**src/rtl/booth_pkg.sv**
```systemverilog
// Shared constants and FSM state type for the Booth divider family.
// Pure declarations: no latency, no flow control.
package booth_pkg;

  localparam int DEFAULT_WIDTH = 16;

  typedef enum logic [1:0] {
    IDLE = 2'd0,
    CALC = 2'd1,
    FIX  = 2'd2,
    DONE = 2'd3
  } state_t;

endpackage

```
**src/rtl/booth_div_step.sv**
```systemverilog
// One radix-2 non-restoring iteration on magnitudes: shift, add/subtract |D|, quotient bit.
// Purely combinational, zero latency; no flow control.
module booth_div_step #(
  parameter int WIDTH = 16
) (
  input  logic [WIDTH:0]   rem_in,
  input  logic [WIDTH-1:0] quo_in,
  input  logic [WIDTH:0]   dvsr,
  output logic [WIDTH:0]   rem_out,
  output logic [WIDTH-1:0] quo_out
);

  logic [WIDTH:0] shifted;

  // Partial remainder may wrap in the shift; the add/subtract brings it back into range.
  always_comb begin
    shifted = {rem_in[WIDTH-1:0], quo_in[WIDTH-1]};
    if (rem_in[WIDTH]) begin
      rem_out = shifted + dvsr;
    end else begin
      rem_out = shifted - dvsr;
    end
    quo_out = {quo_in[WIDTH-2:0], ~rem_out[WIDTH]};
  end

endmodule

```
**src/rtl/booth_divider.sv**
```systemverilog
// Signed iterative divider; WIDTH+2 cycles from accepted start to valid (1 cycle for /0 and MIN/-1).
// start is sampled only in IDLE; starts while busy or in DONE are dropped, nothing is queued.
module booth_divider
  import booth_pkg::*;
#(
  parameter int WIDTH = DEFAULT_WIDTH
) (
  input  logic             clk,
  input  logic             reset,
  input  logic             start,
  input  logic [WIDTH-1:0] dividend,
  input  logic [WIDTH-1:0] divisor,
  output logic             busy,
  output logic             valid,
  output logic [WIDTH-1:0] quotient,
  output logic [WIDTH-1:0] remainder,
  output logic             div_by_zero,
  output logic             overflow
);

  localparam int CW = $clog2(WIDTH) + 1;
  localparam logic [WIDTH-1:0] MOST_NEG = {1'b1, {(WIDTH-1){1'b0}}};

  state_t state, state_nxt;

  logic [CW-1:0]    cnt;
  logic [WIDTH:0]   rem_q, dvsr_q, rem_step, rem_fix;
  logic [WIDTH-1:0] quo_q, quo_step;
  logic [WIDTH-1:0] dvd_mag, dvsr_mag;
  logic             quo_neg, rem_neg, dbz_q, ovf_q;
  logic             is_zero, is_ovf;
  logic             load, step_en, fix_en, publish;

  assign is_zero  = (divisor == '0);
  assign is_ovf   = (dividend == MOST_NEG) && (divisor == '1);
  assign dvd_mag  = dividend[WIDTH-1] ? (WIDTH'(0) - dividend) : dividend;
  assign dvsr_mag = divisor[WIDTH-1]  ? (WIDTH'(0) - divisor)  : divisor;

  always_ff @(posedge clk or posedge reset) begin
    if (reset) begin
      state <= IDLE;
    end else begin
      state <= state_nxt;
    end
  end

  always_comb begin
    state_nxt = state;
    case (state)
      IDLE: if (start) state_nxt = (is_zero || is_ovf) ? DONE : CALC;
      CALC: if (cnt == CW'(WIDTH - 1)) state_nxt = FIX;
      FIX:  state_nxt = DONE;
      DONE: state_nxt = IDLE;
      default: state_nxt = IDLE;
    endcase
  end

  always_comb begin
    busy    = (state == CALC) || (state == FIX);
    load    = (state == IDLE) && start;
    step_en = (state == CALC);
    fix_en  = (state == FIX);
    publish = (state == DONE);
  end

  booth_div_step #(.WIDTH(WIDTH)) u_step (
    .rem_in  (rem_q),
    .quo_in  (quo_q),
    .dvsr    (dvsr_q),
    .rem_out (rem_step),
    .quo_out (quo_step)
  );

  // A negative final partial remainder is restored by one last add of |D|.
  assign rem_fix = rem_q[WIDTH] ? (rem_q + dvsr_q) : rem_q;

  always_ff @(posedge clk or posedge reset) begin
    if (reset) begin
      cnt     <= '0;
      rem_q   <= '0;
      quo_q   <= '0;
      dvsr_q  <= '0;
      quo_neg <= 1'b0;
      rem_neg <= 1'b0;
      dbz_q   <= 1'b0;
      ovf_q   <= 1'b0;
    end else if (load) begin
      cnt     <= '0;
      dvsr_q  <= {1'b0, dvsr_mag};
      quo_neg <= dividend[WIDTH-1] ^ divisor[WIDTH-1];
      rem_neg <= dividend[WIDTH-1];
      dbz_q   <= is_zero;
      ovf_q   <= is_ovf;
      if (is_zero) begin
        quo_q <= '1;
        rem_q <= {dividend[WIDTH-1], dividend};
      end else if (is_ovf) begin
        quo_q <= MOST_NEG;
        rem_q <= '0;
      end else begin
        quo_q <= dvd_mag;
        rem_q <= '0;
      end
    end else if (step_en) begin
      cnt   <= cnt + CW'(1);
      rem_q <= rem_step;
      quo_q <= quo_step;
    end else if (fix_en) begin
      rem_q <= rem_neg ? ((WIDTH+1)'(0) - rem_fix) : rem_fix;
      quo_q <= quo_neg ? (WIDTH'(0) - quo_q) : quo_q;
    end
  end

  always_ff @(posedge clk or posedge reset) begin
    if (reset) begin
      valid       <= 1'b0;
      quotient    <= '0;
      remainder   <= '0;
      div_by_zero <= 1'b0;
      overflow    <= 1'b0;
    end else begin
      valid <= publish;
      if (publish) begin
        quotient    <= quo_q;
        remainder   <= rem_q[WIDTH-1:0];
        div_by_zero <= dbz_q;
        overflow    <= ovf_q;
      end
    end
  end

endmodule

```
**config.mk**
```make
export PLATFORM = sky130hd
export DESIGN_NAME = booth_divider
export DESIGN_NICKNAME = d
export VERILOG_FILES = /design/src/rtl/booth_pkg.sv /design/src/rtl/booth_div_step.sv /design/src/rtl/booth_divider.sv
export SDC_FILE = /design/constraint.sdc
export NUM_CORES = 1
export LEC_CHECK = 0
export CAP_MARGIN = 0
export CORE_MARGIN = 8
export CORE_UTILIZATION = 35
export DETAILED_ROUTE_END_ITERATION = 8
export PLACE_DENSITY = 0.56
export SETUP_SLACK_MARGIN = 0.15
export SLEW_MARGIN = 20
export SYNTH_ARGS = -nofsm -noshare
export SYNTH_HDL_FRONTEND = slang
export SYNTH_SLANG_ARGS = --single-unit
```
**constraint.sdc**
```tcl
create_clock -name clk -period 8.75 [get_ports clk]
set_input_delay 2.625 -clock clk [delete_from_list [all_inputs] [get_ports clk]]
set_output_delay 2.625 -clock clk [all_outputs]
set_load 0.1 [all_outputs]
```
Yosys cells after proc, flatten, opt, wreduce, memory -nomap -nowiden
Cells that the tools add are included.

word-level totals
  bits in registers = 95
  output and inout port bits = 36
  word-level logic and storage cells = 64
  input port bits = 35

operators by class
  equality and inequality tests = 8
  reductions and logical operators = 11
  multiplexer cells = 21
  bitwise operators = 2
  add/sub/neg operators = 8

operator list
  operator                                                count
  2-to-1 mux 16 bit                                       8
  2-to-1 mux 17 bit                                       7
  subtractor 1 x 16 -> 16 bit (first input constant)      3
  adder 17 x 16 -> 17 bit                                 2
  equality test 16 bit (second input constant)            2
  subtractor 1 x 17 -> 17 bit (first input constant)      1
  subtractor 17 x 16 -> 17 bit                            1
  logical NOT 16 bit                                      1
  2-to-1 mux 5 bit                                        2
  one-hot mux 2 bit (4 select lines)                      1
  2-to-1 mux 2 bit                                        3
  nonzero test 3 bit                                      2
  adder 5 x 1 -> 5 bit (second input constant)            1
  equality test 5 x 4 -> 1 bit (second input constant)    1
  equality test 2 bit (second input constant)             2
  AND reduction 2 bit                                     2
  equality test 2 x 1 -> 1 bit (second input constant)    1
  logical AND 1 bit                                       2
  logical NOT 2 bit                                       1
  logical OR 1 bit                                        2
  inequality test 2 x 1 -> 1 bit (second input constant)  1
  inequality test 2 bit (second input constant)           1
  nonzero test 2 bit                                      1
  NOT 1 bit                                               1
  XOR 1 bit                                               1

Longest topological paths before layout
  depth in word-level cells = 7
  mapped depth = 18
  depth with buffers taken out = 17

By module
Synthesis repeated with hierarchy kept, for this count alone.

unflattened totals
  cells, all modules = 911
  area, all modules = 7837.5 um2

modules (own cells, without submodules)
  module          cells each  instances  area an instance (um2)  sequential area each (um2)
  booth_divider   728         1          6516.2                  2377.3
  booth_div_step  183         1          1321.3                  0.0

Worst setup path after synthesis
OpenSTA, ideal clock, no wires.

  path kind = input port to flip-flop
  start point = in divisor[9]
  end point = reg rem_q[13]
  path slack = 3.905 ns
  required time = 8.685 ns
  stages = 8
  data arrival time = 4.780 ns
  library setup time = 0.065 ns
  buffers on the path = 1
  cell sequence = or4_1 or2_2 nor4_1 and2_1 clkbuf_1 a22oi_1 o21ai_0 a31o_2

on the way
  longest elaborated chain between the ends = 3

RTL lines
  element                 RTL line              RTL
  start: declaration      booth_divider.sv:12   input logic [WIDTH-1:0] divisor,
  logical NOT 16 bit      booth_divider.sv:34   assign is_zero = (divisor == '0);
  2-to-1 mux 17 bit       booth_divider.sv:94   if (is_zero) begin
  2-to-1 mux 17 bit       booth_divider.sv:87   end else if (load) begin
  end signal: assignment  booth_divider.sv:96   rem_q <= {dividend[WIDTH-1], dividend};
  end signal: assignment  booth_divider.sv:106  rem_q <= rem_step;
  end signal: assignment  booth_divider.sv:109  rem_q <= rem_neg ? ((WIDTH+1)'(0) - rem_fix) : rem_fix;
  end: declaration        booth_divider.sv:27   logic [WIDTH:0] rem_q, dvsr_q, rem_step, rem_fix;

No other way between the ends.
A chain may end at the register's enable or synchronous reset.

Worst setup path in the final report
  start point = in divisor[9]
  end point = reg quo_q[13]

on the way
  longest elaborated chain between the ends = 5
  elaborated cells on any way between the ends = 6
  classes of those cells = 1 x eq/ne; 3 x mux; 2 x reduce/logical

RTL lines
  element                 RTL line              RTL
  equality test 16 bit    booth_divider.sv:35   assign is_ovf = (dividend == MOST_NEG) && (divisor == '1);
  logical AND 1 bit       booth_divider.sv:35
  2-to-1 mux 16 bit       booth_divider.sv:97   end else if (is_ovf) begin
  2-to-1 mux 16 bit (*)   booth_divider.sv:94
  2-to-1 mux 16 bit (*)   booth_divider.sv:87
  end signal: assignment  booth_divider.sv:101  quo_q <= dvd_mag;
  end signal: assignment  booth_divider.sv:107  quo_q <= quo_step;
  end signal: assignment  booth_divider.sv:110  quo_q <= quo_neg ? (WIDTH'(0) - quo_q) : quo_q;
  end: declaration        booth_divider.sv:28   logic [WIDTH-1:0] quo_q, quo_step;

Mark *: on every way between the ends. The rest lies on a longest branch, timed or not.

==> flow_metrics.env <==
export IMPL_hold_class="flop to flop"
export IMPL_muxShareOfSynthArea=0.06388
export IMPL_num_rows=53
export IMPL_core_area_um2=20960
export IMPL_die_area_um2=26250
export IMPL_postCtsSetupBuffers=0
export IMPL_clock_latency_ns=0.37
export IMPL_grt_max_degree=59
export IMPL_ys_types=68
export IMPL_synth_area_leaders="dfrtp_1 (32%), ha_1 (7.5%), mux2_2 (5.6%)"
export IMPL_vias=6746
export IMPL_drv_slew=0
export IMPL_cts_hold_buffers=0
export IMPL_post_cts_resized=0
export IMPL_tns_ns=0
export IMPL_finalCritPeriodShare=0.6780
export IMPL_worst_path_dominant_cell_family="simple AND/OR/NAND/NOR gates"
export IMPL_worstPathArrival_ns=6.21
export IMPL_synth_edff_count=0
export IMPL_tightestPinTransition_ns=1.071
export IMPL_dp_hpwl_um=16500
export IMPL_io_pins=71
export IMPL_clkSinkCount=95
export IMPL_wl_um=22150
export IMPL_crit_fanout=21
export IMPL_cp_end_kind="flop"
export IMPL_slew_headroom=0.2863
export IMPL_synth_compound_gate_area_share=0.2322
export IMPL_synth_most_common_cell="dfrtp_1"
export IMPL_portBuffers=70
export IMPL_yosysSeqAreaShare=0.3186
export IMPL_hold_start="ovf_q$_DFFE_PP0P_"
export IMPL_min_period_ns=5.932
export IMPL_status="complete, no violations"
export IMPL_synth_nets=963
export IMPL_start_util=0.3561
export IMPL_cts_tree="done"
export IMPL_ctsRootBufferMaster="clkbuf_16"
export IMPL_crit_start="divisor[9]"
export IMPL_grt_pass1_wl_um=36140
export IMPL_fp_dieW_um=162.0
export IMPL_syn_inst=881
export IMPL_ctsLongestPathBuffers=2
export IMPL_ant_nets=0
export IMPL_overflow=0
export IMPL_slowest_delay_ns=0.83
export IMPL_startpoint_type="primary input"
export IMPL_crit_chain="clkdlybuf4s50_1 > or4_1 > or2_2 > nor4_1 > and2_1 > a211o_1 > a21oi_1 > a21oi_1 > a2bb2oi_1"
export IMPL_path_buf_inv=1
export IMPL_yosysTopAreaCellShare=0.3186
export IMPL_syn_area_um2=7462
export IMPL_r2r_start="rem_q[0]$_DFFE_PP0N_"
export IMPL_first_global_vias=6657
export IMPL_diodes=0
export IMPL_syn_area_per_cell_um2=8.470
export IMPL_yosys_warnings=0
export IMPL_synth_top_family_by_area="compound AO/OA/AOI/OAI gates"
export IMPL_clk_pin_slew_ns=0.07
export IMPL_drive_gt1_frac=0.08288
export IMPL_synth_xor_area_share=0.08920
export IMPL_drt_pass1_iterations=5
export IMPL_synth_common_cells="dfrtp_1 (95), nand2_1 (85), a21oi_1 (76), nor2_1 (76), o21ai_0 (74)"
export IMPL_layout_nets=1007
export IMPL_ys_ff_latch=95
export IMPL_wire_per_inst_um=18.40
export IMPL_finalWeightedCongestion=0.8346
export IMPL_synthAdderAreaFrac=0.08082
export IMPL_hold_viol=0
export IMPL_maxCapViolCount=0
export IMPL_synth_async_reset_ratio=1.000
export IMPL_synth_simple_area_share=0.1794
export IMPL_h_tree_depth=3
export IMPL_numCtsBuffers=9
export IMPL_multi_input_area_um2=4822
export IMPL_crit_required_ns=9.03
export IMPL_viasPerCell=5.603
export IMPL_crit_top_cell="a21oi_1"
export IMPL_fillers=2159
export IMPL_skew_ns=0.01589
export IMPL_critPathKind="primary input to flop"
export IMPL_drt_iter0_drc=527
export IMPL_layout_area_overhead_vs_synth_pct=16.33
export IMPL_die_height_um=162.0
export IMPL_max_freq_ghz=0.1686
export IMPL_cpMaxStageDelayCell="and2_1"
export IMPL_rsz0062_at_grt="no"
export IMPL_antenna_found_initial=0
export IMPL_yosys_most_used_dff="dfrtp_1"
export IMPL_drc_errors=0
export IMPL_synth_area_leader_cell="dfrtp_1"
export IMPL_final_seq_area_um2=2377
export IMPL_finalSetupViolCount=0
export IMPL_grt_usage=0.1721
==> state kept, by name (all words and copies together) (netlist names), 2 cells and up <==
register / cells
cnt: 5
quotient: 16
rem_q: 17
quo_q: 16
remainder: 16
dvsr_q: 16
state: 2
==> worst min-delay path: stages (launching register included) <==
cell and delay [ns]:
dfrtp_1 0.34, nand2_1 0.04, o21ai_0 0.06
==> through the flow <==
step / setup WS (ns) / area (µm²) / util / cells / hold slack (ns)
after floorplan: 3.648 / 7462 / - / 881 / 0.4441
after global placement: 2.625 / 8389 / 0.4003 / 1189 / 0.4678
after detailed placement: 2.470 / 8389 / 0.4003 / 1189 / 0.4759
after CTS: 2.855 / 8681 / 0.4143 / 1204 / 0.4960
after global routing: 2.590 / 8681 / 0.4143 / 1204 / 0.5183
final: 2.818 / 8681 / 0.4143 / 1204 / 0.4872
==> cell type report <==
type / count / share of cell area
Clock buffer: 9 / 0.02594
Tap cell: 275 / 0.03964
Inverter: 30 / 0.01326
Multi-Input combinational cell: 715 / 0.5555
Sequential cell: 95 / 0.2739
Timing Repair Buffer: 74 / 0.08417
Clock inverter: 6 / 0.007639
==> routing by layer <==
layer	up-vias	share of wire	global-route usage	wire length, µm
li1	3313	-	-	-
met5	-	0	0	0
met4	0	0.016	0.05093	363
met2	178	0.45	0.2706	10070
met1	3228	0.47	0.2317	10460
met3	27	0.057	0.03847	1252
==> cells in the final DEF (no fill, tap or decap), types with 21 or more instances in the layout <==
cell,synthesis,layout
dfrtp_1,95,95
nand2_1,85,84
nor2_1,76,76
a21oi_1,76,76
o21ai_0,74,74
clkdlybuf4s50_1,0,70
ha_1,45,44
xnor2_1,39,39
xor2_1,37,37
mux2_2,37,37
inv_1,29,28
nand3_1,21,21
==> cells by family after synthesis <==
| family | Yosys count |
|---|---|
| mux | 43 |
| compound gates | 269 |
| simple gates | 280 |
| xor+xnor | 76 |
| fa+ha+maj | 47 |
| flops | 95 |
| buf+inv | 71 |
==> final timing paths <==
kind / to / slack (ns) / cells past startpoint
max: quo_q[13]$_DFFE_PP0P_ / 2.82 / 9
min: ovf_q$_DFFE_PP0P_ / 0.49 / 2
max reg2reg: rem_q[16]$_DFFE_PP0N_ / 4.20 / 12
min reg2reg: ovf_q$_DFFE_PP0P_ / 0.49 / 2
max in group asynchronous: remainder[1]$_DFFE_PP0P_ / 4.97 / 3
min in group asynchronous: quotient[14]$_DFFE_PP0P_ / 2.67 / 2
Power is not shown: default switching activity piles up to over one toggle a cycle in this logic, so the estimate is an artifact.
==> RTL change 1: new RTL, same settings <==
`DEFAULT_WIDTH`: 16 -> 32.
--- a/src/rtl/booth_pkg.sv
+++ b/src/rtl/booth_pkg.sv
@@ -2,7 +2,7 @@
 // Pure declarations: no latency, no flow control.
 package booth_pkg;
 
-  localparam int DEFAULT_WIDTH = 16;
+  localparam int DEFAULT_WIDTH = 32;
 
   typedef enum logic [1:0] {
     IDLE = 2'd0,
Interface: changed (resized dividend, divisor, quotient and remainder); port bits go from 71 to 135. No check against the original RTL was run, so the function may have changed too.
==> RTL change 1 against the unedited design <==
- final area up 100%
- clock skew up 0.0032 ns
- synthesized area up 100%
- critical path type unchanged
- worst setup slack better by 0.015 ns
- via count up 120%
- non-clock buffer count up 80
- critical endpoint is now quo_q[29]
- register-to-register slack worse by 0.84 ns
- sequential cell count up 81
- routed wire length up 150%
- cell count up 110%
Power is left out: the tool's default activity adds up to more than one toggle a clock period on the data nets, which glitch-free logic cannot reach.
==> RTL change 1: results (changes against the unedited design) <==
| Metric | Value |
|---|---|
| Number of flip-flops in the largest register | 33 (was 17) |
| R2r startpoint | dvsr_q[2] (was rem_q[0]) |
| Global-route wire length before repair | 82,800 µm (was 36,100 µm) |
| Post-DP HPWL | 41,400 µm (was 16,500 µm) |
| Status | finished, final reports clean (unchanged) |
| Multi-input gate area in the final layout | 10,200 µm² (was 4820 µm²) |
| Met2 routed WL | 24,200 µm (was 10,100 µm) |
| Vias in the first global route | 13.7k (was 6,657) |
| Largest net degree at the start of global routing | 111 (was 59) |
| WL met1 | 25,500 µm (was 10,500 µm) |
| Synth top cells by count | nand2_1, dfrtp_1, nor2_1, a21oi_1, o21ai_0 (was dfrtp_1, nand2_1, a21oi_1, nor2_1, o21ai_0) |
| Synth top area cells | dfrtp_1, ha_1, xor2_1 (was dfrtp_1, ha_1, mux2_2) |
| DR WL/cell | 21.5 µm (was 18.4 µm) |
| Syn nets | 2,001 (was 963) |
| Seq/Total Area, Yosys | 0.291 (was 0.319) |
| Met1 GRT Util | 0.295 (was 0.232) |
| Nets@finish | 2,078 (was 1,007) |
| Share of cells above drive strength 1 | 0.0843 (was 0.0829) |
| Area after DPL | 17,100 µm² (was 8390 µm²) |
| Initial antenna violation count | 1 (was 0) |
| Worst Path Max Fanout | 6 (was 21) |
| Worst slew pin tran | 1.07 ns (about the same) |
| Vias | 14.5k (was 6,746) |
| Uppermost layer routed | met5 (was met4) |
| WL met3 | 3520 µm (was 1250 µm) |
| TritonCTS buffer count | 17 (was 9) |
| CP Data Arrival Time | 6.30 ns (was 6.21 ns) |
| Clock sinks | 176 (was 95) |
| Met3 Use GR | 0.0381 (was 0.0385) |
| Gr usage total | 0.212 (was 0.172) |
| Sequential cell area share | 0.250 (was 0.274) |
| Layout Skew | 0.0191 ns (was 0.0159 ns) |
## RTL change 1: cell count changes after synthesis, sizes merged, moves of 34 or more
cell    before  now
o21ai       74  163
dfrtp       95  176
nor2        76  170
clkbuf      32   87
xor2        37   98
a31oi       10   44
a21oi       76  165
nand2       86  181
## RTL change 1: critical path: cells and delay by family
kind            cells  cell delay, ns
xor+xnor            1            0.17
buf+inv             1            0.51
compound gates      3            0.55
simple gates        7            2.43
## RTL change 1: cells by family (layout without fill, tap and decap cells)
logic type	count (synthesis)	after routing	share of synthesized area
adders and majority gates	78	78	0.0654
and+or+nand+nor	592	592	0.190
DFF	176	176	0.291
xor gates and xnor gates	165	165	0.0953
buffers and inverters	146	236	0.0362
AOI/OAI and AO/OA	614	614	0.261
muxes	85	85	0.0619
## RTL change 1: metrics by stage
step	setup WS, ns	std cells
detailed placement	2.35	2499
finish	2.83	2531
CTS	2.90	2531
floorplan	1.35	1856
global route	2.74	2531
global placement	2.33	2499
==> RTL change 2: new RTL, same flow settings <==
Made on the original files. Re-encode `state_t` (4 states) as one-hot, 4 bits wide.
--- a/src/rtl/booth_pkg.sv
+++ b/src/rtl/booth_pkg.sv
@@ -4,11 +4,11 @@
 
   localparam int DEFAULT_WIDTH = 16;
 
-  typedef enum logic [1:0] {
-    IDLE = 2'd0,
-    CALC = 2'd1,
-    FIX  = 2'd2,
-    DONE = 2'd3
+  typedef enum logic [3:0] {
+    IDLE = 4'b0001,
+    CALC = 4'b0010,
+    FIX  = 4'b0100,
+    DONE = 4'b1000
   } state_t;
 
 endpackage
Formal check against the unedited RTL: same outputs for any inputs over 10 cycles, from zero or initial values and one cycle with reset high; not proved beyond that.
==> RTL change 2 against the unedited design <==
- sequential cell count increased by 2
- synthesized area rose by 2.6%
- global-route usage up 0.20 points
- register-to-register slack better by 0.35 ns
- hold slack improved by 0.0044 ns
- die area increased by 2.3%
- routed wire length up 3.6%
- final area up 3.4%
- via count up 3.3%
- worst setup slack got worse by 1.1 ns
- highest routed layer unchanged
==> RTL change 2: results (changes against the unedited design) <==
| Metric | Value |
|---|---|
| Status | finished, final reports clean (unchanged) |
| Vias in the first global route | 6,659 (was 6,657) |
| Layout Skew | 0.0190 ns (was 0.0159 ns) |
| Max stage delay on crit path | 0.50 ns (was 0.83 ns) |
| Nonclk inv count | 28 (was 30) |
| Synth top area cells | dfrtp_1, ha_1, mux2_2 (unchanged) |
| Synth Area in Compound Gates | 0.244 (was 0.232) |
| Nets@finish | 1,023 (was 1,007) |
| Root Driver | clkbuf_16 (unchanged) |
| RePlAce Congestion | 0.852 (was 0.835) |
| Number of flip-flops in the largest register | 17 (unchanged) |
| ClkCell Share | 0.0362 (was 0.0336) |
| Multi-input gate area in the final layout | 4990 µm² (was 4820 µm²) |
| #MultiIn Comb | 730 (was 715) |
| Gr usage total | 0.174 (was 0.172) |
| FFs & Latches | 97 (was 95) |
| Global-route wire length before repair | 37,000 µm (was 36,100 µm) |
| Unique masters post-synth | 77 (was 68) |
| Seq/Total Area, Yosys | 0.317 (was 0.319) |
| Synth top cells by count | dfrtp_1, nand2_1, o21ai_0, nor2_1, a21oi_1 (was dfrtp_1, nand2_1, a21oi_1, nor2_1, o21ai_0) |
| Clkbuf count | 11 (was 9) |
| LEAKAGE | approximately 3.7 nW |
| Layout non-clock buf frac | 0.0861 (was 0.0842) |
| Cell count after synthesis | 897 (was 881) |
| Adder-cell area share of the yosys netlist | 0.0706 (was 0.0808) |
| Inst Count DP | 1,215 (was 1,189) |
| CP max-delay cell | clkdlybuf4s50_1 (was and2_1) |
| Initial antenna violation count | 1 (was 0) |
| Vias | 6,967 (was 6,746) |
| DR iter-0 viols | 554 (was 527) |
| Drt total wl | 22,900 µm (was 22,100 µm) |
| Bufs w/o clock | 80 (was 74) |
| Post-DP HPWL | 17,300 µm (was 16,500 µm) |
| Largest net degree at the start of global routing | 64 (was 59) |
| CP Data Arrival Time | 4.38 ns (was 6.21 ns) |
| Fill count | 2,210 (was 2,159) |
| Syn nets | 974 (was 963) |
| DR WL/cell | 18.6 µm (was 18.4 µm) |
| TritonCTS buffer count | 9 (unchanged) |
| Post-synthesis xor/xnor area fraction | 0.0835 (was 0.0892) |
-- RTL change 2: stage by stage --
| step | cell area, µm² | setup WS (ns) | hold WS, ns |
|---|---|---|---|
| 2_1_floorplan | 7650 | 2.32 | 0.441 |
| 6_report | 8980 | 1.74 | 0.492 |
| 3_5_place_dp | 8640 | 1.81 | 0.471 |
| 4_1_cts | 8970 | 1.79 | 0.497 |
| 5_1_grt | 8980 | 1.70 | 0.508 |
| 3_3_place_gp | 8640 | 1.83 | 0.467 |
-- RTL change 2: power breakdown --
group	total (mW)	switching, mW	internal [mW]
sequential	0.825	0.251	0.574
combinational	2.56	1.49	1.07
clock	0.441	0.198	0.242
-- RTL change 2: logic make-up after synthesis --
group,count (synthesis)
AO/OA/AOI/OAI,287
XOR/XNOR,73
adder cells (fa/ha/maj),42
buffers and inverters,70
flip-flops,97
multiplexers,47
AND/OR/NAND/NOR,281
-- RTL change 2: worst paths after layout --
path	from	to	slack (ns)	cells past startpoint
setup / recovery	start	busy	1.74	7
hold / removal	dbz_q	dbz_q	0.49	2
setup reg to reg	dvsr_q[0]	rem_q[16]	4.55	16
hold reg to reg	dbz_q	dbz_q	0.49	2
max in group asynchronous	reset	dvsr_q[3]	4.88	3
min in group asynchronous	reset	remainder[15]	2.64	2
-- RTL change 2: critical path, delay by kind of cell --
kind | cells | cell delay, ns
AO/OA/AOI/OAI | 1 | 0.15
buffers and inverters | 4 | 1.23
AND/OR/NAND/NOR | 2 | 0.37
-- RTL change 2: per-layer routing --
layer	vias to the layer above	track usage	part of all wire
li1	3428	-	-
met1	3340	0.247	0.49
met2	181	0.274	0.45
met3	18	0.0248	0.052
met4	0	0.0409	0.013
met5	-	0	0
